[src/rtl/thermo_pkg.sv]
// Shared types and constants for the thermostat house window control.
package thermo_pkg;

  typedef enum logic [2:0] {
    ST_IDLE,
    ST_START,
    ST_MOVE,
    ST_SETTLE,
    ST_FAULT
  } state_t;

  localparam logic [1:0] LED_IDLE  = 2'b00;
  localparam logic [1:0] LED_OPEN  = 2'b01;
  localparam logic [1:0] LED_CLOSE = 2'b10;
  localparam logic [1:0] LED_FAULT = 2'b11;

  localparam logic DIR_OPEN  = 1'b1;
  localparam logic DIR_CLOSE = 1'b0;

endpackage

[src/rtl/rr_arbiter.sv]
// Combinational round-robin pick: first eligible index at or above ptr, wrapping.
module rr_arbiter #(
  parameter int unsigned N_WIN = 8,
  parameter int unsigned ID_W  = 3
) (
  input  logic [N_WIN-1:0] eligible,
  input  logic [ID_W-1:0]  ptr,
  output logic             any,
  output logic [ID_W-1:0]  grant_id
);

  logic [ID_W-1:0] idx;

  // Scan from the far end back toward ptr so the nearest eligible index wins.
  always_comb begin
    any      = 1'b0;
    grant_id = '0;
    idx      = '0;
    for (int k = int'(N_WIN) - 1; k >= 0; k--) begin
      idx = ID_W'((int'(ptr) + k) % int'(N_WIN));
      if (eligible[idx]) begin
        any      = 1'b1;
        grant_id = idx;
      end
    end
  end

endmodule

[src/rtl/window_motor_scheduler.sv]
// Shares one window motor driver among N_WIN windows: round-robin grants,
// settle dead-time, timeout watchdog and per-window open/closed tracking.
module window_motor_scheduler
  import thermo_pkg::*;
#(
  parameter int unsigned N_WIN       = 8,
  parameter int unsigned ID_W        = 3,
  parameter int unsigned SETTLE_CYC  = 4,
  parameter int unsigned TIMEOUT_CYC = 32
) (
  input  logic             clk,
  input  logic             rst,
  input  logic             enable,
  input  logic [N_WIN-1:0] open_req,
  input  logic [N_WIN-1:0] close_req,
  input  logic             fault_clr,
  output logic             drv_start,
  output logic             drv_dir,
  output logic [ID_W-1:0]  drv_id,
  input  logic             drv_done,
  output logic [N_WIN-1:0] win_state,
  output logic             busy,
  output logic             fault,
  output logic [ID_W-1:0]  fault_id,
  output logic [1:0]       led
);

  localparam int unsigned MAX_CYC = (SETTLE_CYC > TIMEOUT_CYC) ? SETTLE_CYC : TIMEOUT_CYC;
  localparam int unsigned CNT_W   = $clog2(MAX_CYC + 1);

  state_t           state_q, state_n;
  logic [CNT_W-1:0] cnt_q, cnt_n, cnt_inc;
  logic [ID_W-1:0]  ptr_q, ptr_n;

  logic             drv_start_n, drv_dir_n, busy_n, fault_n;
  logic [ID_W-1:0]  drv_id_n, fault_id_n;
  logic [N_WIN-1:0] win_state_n;
  logic [1:0]       led_n;

  logic [N_WIN-1:0] need_close, need_open, eligible;
  logic             any;
  logic [ID_W-1:0]  grant_id;

  // Close wins over open; already-satisfied requests drop out.
  assign need_close = close_req & win_state;
  assign need_open  = open_req & ~win_state & ~close_req;
  assign eligible   = need_close | need_open;

  // One counter serves both the move watchdog and the settle dead-time.
  assign cnt_inc = (cnt_q == '1) ? cnt_q : cnt_q + CNT_W'(1);

  rr_arbiter #(
    .N_WIN (N_WIN),
    .ID_W  (ID_W)
  ) u_arb (
    .eligible (eligible),
    .ptr      (ptr_q),
    .any      (any),
    .grant_id (grant_id)
  );

  always_ff @(posedge clk) begin
    if (rst) begin
      state_q   <= ST_IDLE;
      cnt_q     <= '0;
      ptr_q     <= '0;
      drv_start <= 1'b0;
      drv_dir   <= 1'b0;
      drv_id    <= '0;
      win_state <= '0;
      busy      <= 1'b0;
      fault     <= 1'b0;
      fault_id  <= '0;
      led       <= LED_IDLE;
    end else begin
      state_q   <= state_n;
      cnt_q     <= cnt_n;
      ptr_q     <= ptr_n;
      drv_start <= drv_start_n;
      drv_dir   <= drv_dir_n;
      drv_id    <= drv_id_n;
      win_state <= win_state_n;
      busy      <= busy_n;
      fault     <= fault_n;
      fault_id  <= fault_id_n;
      led       <= led_n;
    end
  end

  always_comb begin
    state_n     = state_q;
    cnt_n       = cnt_q;
    ptr_n       = ptr_q;
    drv_dir_n   = drv_dir;
    drv_id_n    = drv_id;
    win_state_n = win_state;
    fault_id_n  = fault_id;
    drv_start_n = 1'b0;
    busy_n      = 1'b0;
    fault_n     = 1'b0;
    led_n       = LED_IDLE;

    case (state_q)
      ST_IDLE: begin
        cnt_n = '0;
        if (enable && any) begin
          state_n   = ST_START;
          drv_id_n  = grant_id;
          drv_dir_n = need_close[grant_id] ? DIR_CLOSE : DIR_OPEN;
          ptr_n     = (grant_id == ID_W'(N_WIN - 1)) ? '0 : grant_id + ID_W'(1);
        end
      end
      ST_START: begin
        cnt_n   = '0;
        state_n = ST_MOVE;
      end
      ST_MOVE: begin
        // A completion on the last watchdog cycle still counts as success.
        if (drv_done) begin
          win_state_n[drv_id] = drv_dir;
          cnt_n               = '0;
          state_n             = ST_SETTLE;
        end else if (cnt_q == CNT_W'(TIMEOUT_CYC - 1)) begin
          fault_id_n = drv_id;
          cnt_n      = '0;
          state_n    = ST_FAULT;
        end else begin
          cnt_n = cnt_inc;
        end
      end
      ST_SETTLE: begin
        if (cnt_q == CNT_W'(SETTLE_CYC - 1)) begin
          cnt_n   = '0;
          state_n = ST_IDLE;
        end else begin
          cnt_n = cnt_inc;
        end
      end
      ST_FAULT: begin
        if (fault_clr) state_n = ST_IDLE;
      end
      default: state_n = ST_IDLE;
    endcase

    // Registered outputs follow the next state so they change with it.
    drv_start_n = (state_n == ST_START);
    busy_n      = (state_n != ST_IDLE);
    fault_n     = (state_n == ST_FAULT);
    case (state_n)
      ST_START, ST_MOVE: led_n = drv_dir_n ? LED_OPEN : LED_CLOSE;
      ST_FAULT:          led_n = LED_FAULT;
      default:           led_n = LED_IDLE;
    endcase
  end

endmodule

[config.mk]
export PLATFORM = sky130hd
export DESIGN_NAME = window_motor_scheduler
export DESIGN_NICKNAME = d
export VERILOG_FILES = /design/src/rtl/thermo_pkg.sv /design/src/rtl/rr_arbiter.sv /design/src/rtl/window_motor_scheduler.sv
export SDC_FILE = /design/constraint.sdc
export NUM_CORES = 1
export LEC_CHECK = 0
export ABC_AREA = 0
export CAP_MARGIN = 20
export CORE_AREA = 2 2 70 99
export DETAILED_ROUTE_END_ITERATION = 10
export DIE_AREA = 0 0 72 101
export PLACE_DENSITY_LB_ADDON = 0.05
export SKIP_LAST_GASP = 1
export SLEW_MARGIN = 15
export SYNTH_ARGS = -nofsm -noshare
export SYNTH_HDL_FRONTEND = slang
export SYNTH_SLANG_ARGS = --single-unit
[constraint.sdc]
create_clock -name clk -period 3.3 [get_ports clk]
set_input_delay 0.33 -clock clk [delete_from_list [all_inputs] [get_ports clk]]
set_output_delay 0.33 -clock clk [all_outputs]
set_load 0.01 [all_outputs]
==> run metrics <==
status=complete, no violations; crit path cell chain=inv_2 > ha_4 > buf_6 > a21oi_2 > a32oi_2 > mux4_2 > buf_4 > a21oi_2 > o221ai_2 > o311ai_2 > mux4_2 > a211o_1 > o21ai_1; register bit total from synthesis=32; Initial DRT Pass Iterations=4; register area share after synthesis=between 20% and 30%; Max Clock Freq=306 MHz; final setup margin=between 0.02 and 0.03 ns; Final Skew=approximately 0.0034 ns; Layout Nets=roughly 450; slowest stage delay, CP=~0.56 ns; 1st-iter DRT viols=approximately 140; die area=roughly 0.0073 sq mm; Clock Root Buffer=clkbuf_8; Setup-failing EPs final=0; per-cell routed wire length=approximately 18 microns; diodes inserted=0; Final HPWL DP=6780 microns; vias per cell=6.10; RSZ-0062 raised after global routing=true; vias=3048; most frequent cells in the layout=64 x buf_4, 40 x clkdlybuf4s50_1, 39 x nor2_1; CTS Hold Bufs=0; Clock transition at path regs=about 0.07 ns; Bufs on Longest Clock Path=2; DRT antenna net count=0; Initial Util=between 40% and 50%; global route overflow=0; initial antenna violation count=0; TritonCTS clock tree=yes; syn_nets=around 360; Avg Cell Area, Syn=roughly 8.1 sq um; Final Instance Area=between 0.003 and 0.004 sq mm; Cell Area, Synth=0.00267 sq mm; Layout area overhead=44.0%; Final GP Congestion=between 0.9 and 1; number of remaining DRC errors=0; Post-synth EDFFs=0; VDD IR max=0.618 mV; Required @ worst endpoint=about 3.5 ns; power per cell area=about 880 mW/mm^2; most common cell after layout, fill and taps aside=buf_4; Tmin final=3.27 ns; Synth cell types=between 70 and 80; die span in y=101 microns; Core ar.=~0.0064 sq mm; GR Util All Layers=around 25%; Worst-Margin Slew=roughly 0.63 ns; critical path arrival=about 3.5 ns; WS Path Type=flop to flop; vias in the first global route=about 3000; number of failing hold endpoints at the final stage=0; Max Slew Vio Count=0; Rows=35; first-pass GRT wire length=14500 microns; Lkg Pwr=1.52 nW; Max Fanout on Critical Path=7; H-tree depth=2; Max Cap Viol=0; share of flip-flops with an asynchronous set or reset=0%; Placed Area=approximately 0.0035 sq mm; synth warn=0; period utilization=between 90% and 100%; clock latency on the worst-skew pair=around 0.27 ns; share of cells above drive strength 1=a little under a third; hold crit path type=flop to flop; CP endpoint kind=flop; port bufs=40; Syn Inst Count=331; I/O Pins=41; Num CTS Buffers=5; Worst setup SP type=flop; routed wire length=9080 microns; DP Worst Slack=-0.190 ns; fillcell total=roughly 590; largest net degree at the start of global routing=22; Worst path slowest cell=mux4_2; clock sink count=32; Synth Flop Type=dfxtp_1; Max-slew headroom=57.9%; Die W=about 70 microns
-- cell type report --
| cell class | count | area, sq um | share of cell area (%) |
|---|---|---|---|
| multi-input cells | 267 | 2020 | 52.4 |
| repair buffers | 109 | 955 | 24.8 |
| flip-flops and latches | 32 | 647 | 16.8 |
| clock buffers | 7 | 96.3 | 2.50 |
| well taps | 74 | 92.6 | 2.40 |
| inverters | 11 | 41.3 | 1.07 |
-- metal layers --
layer / share of wire [%] / global-route usage, % / routed length (microns)
met1: 39 / 27.2 / 3520
met2: 51 / 45.8 / 4640
met3: 3.3 / 2.90 / 296
met4: 6.8 / 17.3 / 620
met5: 0 / 0 / 0
-- synth_stat cells (3+ instances only) --
cell,number,share of area (%)
nor3b_1,3,0.84
mux2_2,4,1.7
buf_4,3,0.84
dfxtp_1,32,24
nor2_1,40,5.6
nand3b_1,7,2.0
nor4_1,3,0.70
buf_2,5,0.94
clkbuf_1,12,1.7
a21oi_1,36,6.7
and3_1,5,1.2
o2111ai_1,3,0.98
nand3_1,9,1.7
nand2_1,21,2.9
ha_1,4,1.9
a22oi_1,3,0.84
and2_1,3,0.70
nor3_1,13,2.4
or3b_1,6,2.0
a32oi_1,11,3.6
mux4_2,6,5.1
or3_1,5,1.2
o21ai_1,4,0.75
inv_1,10,1.4
nand2b_1,4,0.94
mux2i_1,17,6.4
o21ai_0,5,0.94
-- cells by family after synthesis --
kind of cell,synth area share (%)
flip-flops,24.0
multiplexers,13.1
XOR/XNOR,1.87
adder cells (fa/ha/maj),1.87
AO/OA/AOI/OAI,28.5
buffers and inverters,5.43
AND/OR/NAND/NOR,25.3
-- where the power goes --
group	switching, mW	internal, mW
logic	1.28	1.27
clock network	0.137	0.186
registers	0.0786	0.442
-- through the flow --
stage	total power [mW]	TNS (ns)	util (%)	hold WS, ns	std cells
3_5_place_dp	2.68	-0.783	54.9	0.486	483
5_1_grt	3.59	-0.152	59.8	0.519	500
4_1_cts	3.12	0	57.6	0.502	495
3_3_place_gp	2.68	-0.558	54.9	0.473	483
6_report	3.39	0	59.8	0.493	500
2_1_floorplan	1.91	0	-	0.406	331
-- critical path: cells and delay by family, from the launching register on --
family,cells,cell delay [ns]
mux,2,1.12
buf+inv,3,0.39
compound gates,7,1.06
fa+ha+maj,1,0.28
flops,1,0.35
-- path summary, 6_finish.rpt --
kind / start / endpoint / slack [ns] / cells past startpoint
worst max-delay path: ptr_q[0] / drv_dir / 0.03 / 13
worst min-delay path: fault_id[2] / fault_id[2] / 0.49 / 2
worst max register to register: ptr_q[0] / drv_dir / 0.03 / 13
worst min register to register: fault_id[2] / fault_id[2] / 0.49 / 2
-- sequential cells by signal (all words and copies together) (netlist names), 2 cells and up --
register,cells
led,2
cnt_q,6
fault_id,3
drv_id,3
state_q,3
win_state,8
ptr_q,3
-- what timing repair did --
action	CTS	global route
hold endpoints to repair	0	0
setup endpoints to repair	4	5
setup buffers	5	6
pin swaps	3	17
gates resized for setup	6	24
(Power assumes the default switching activity.)
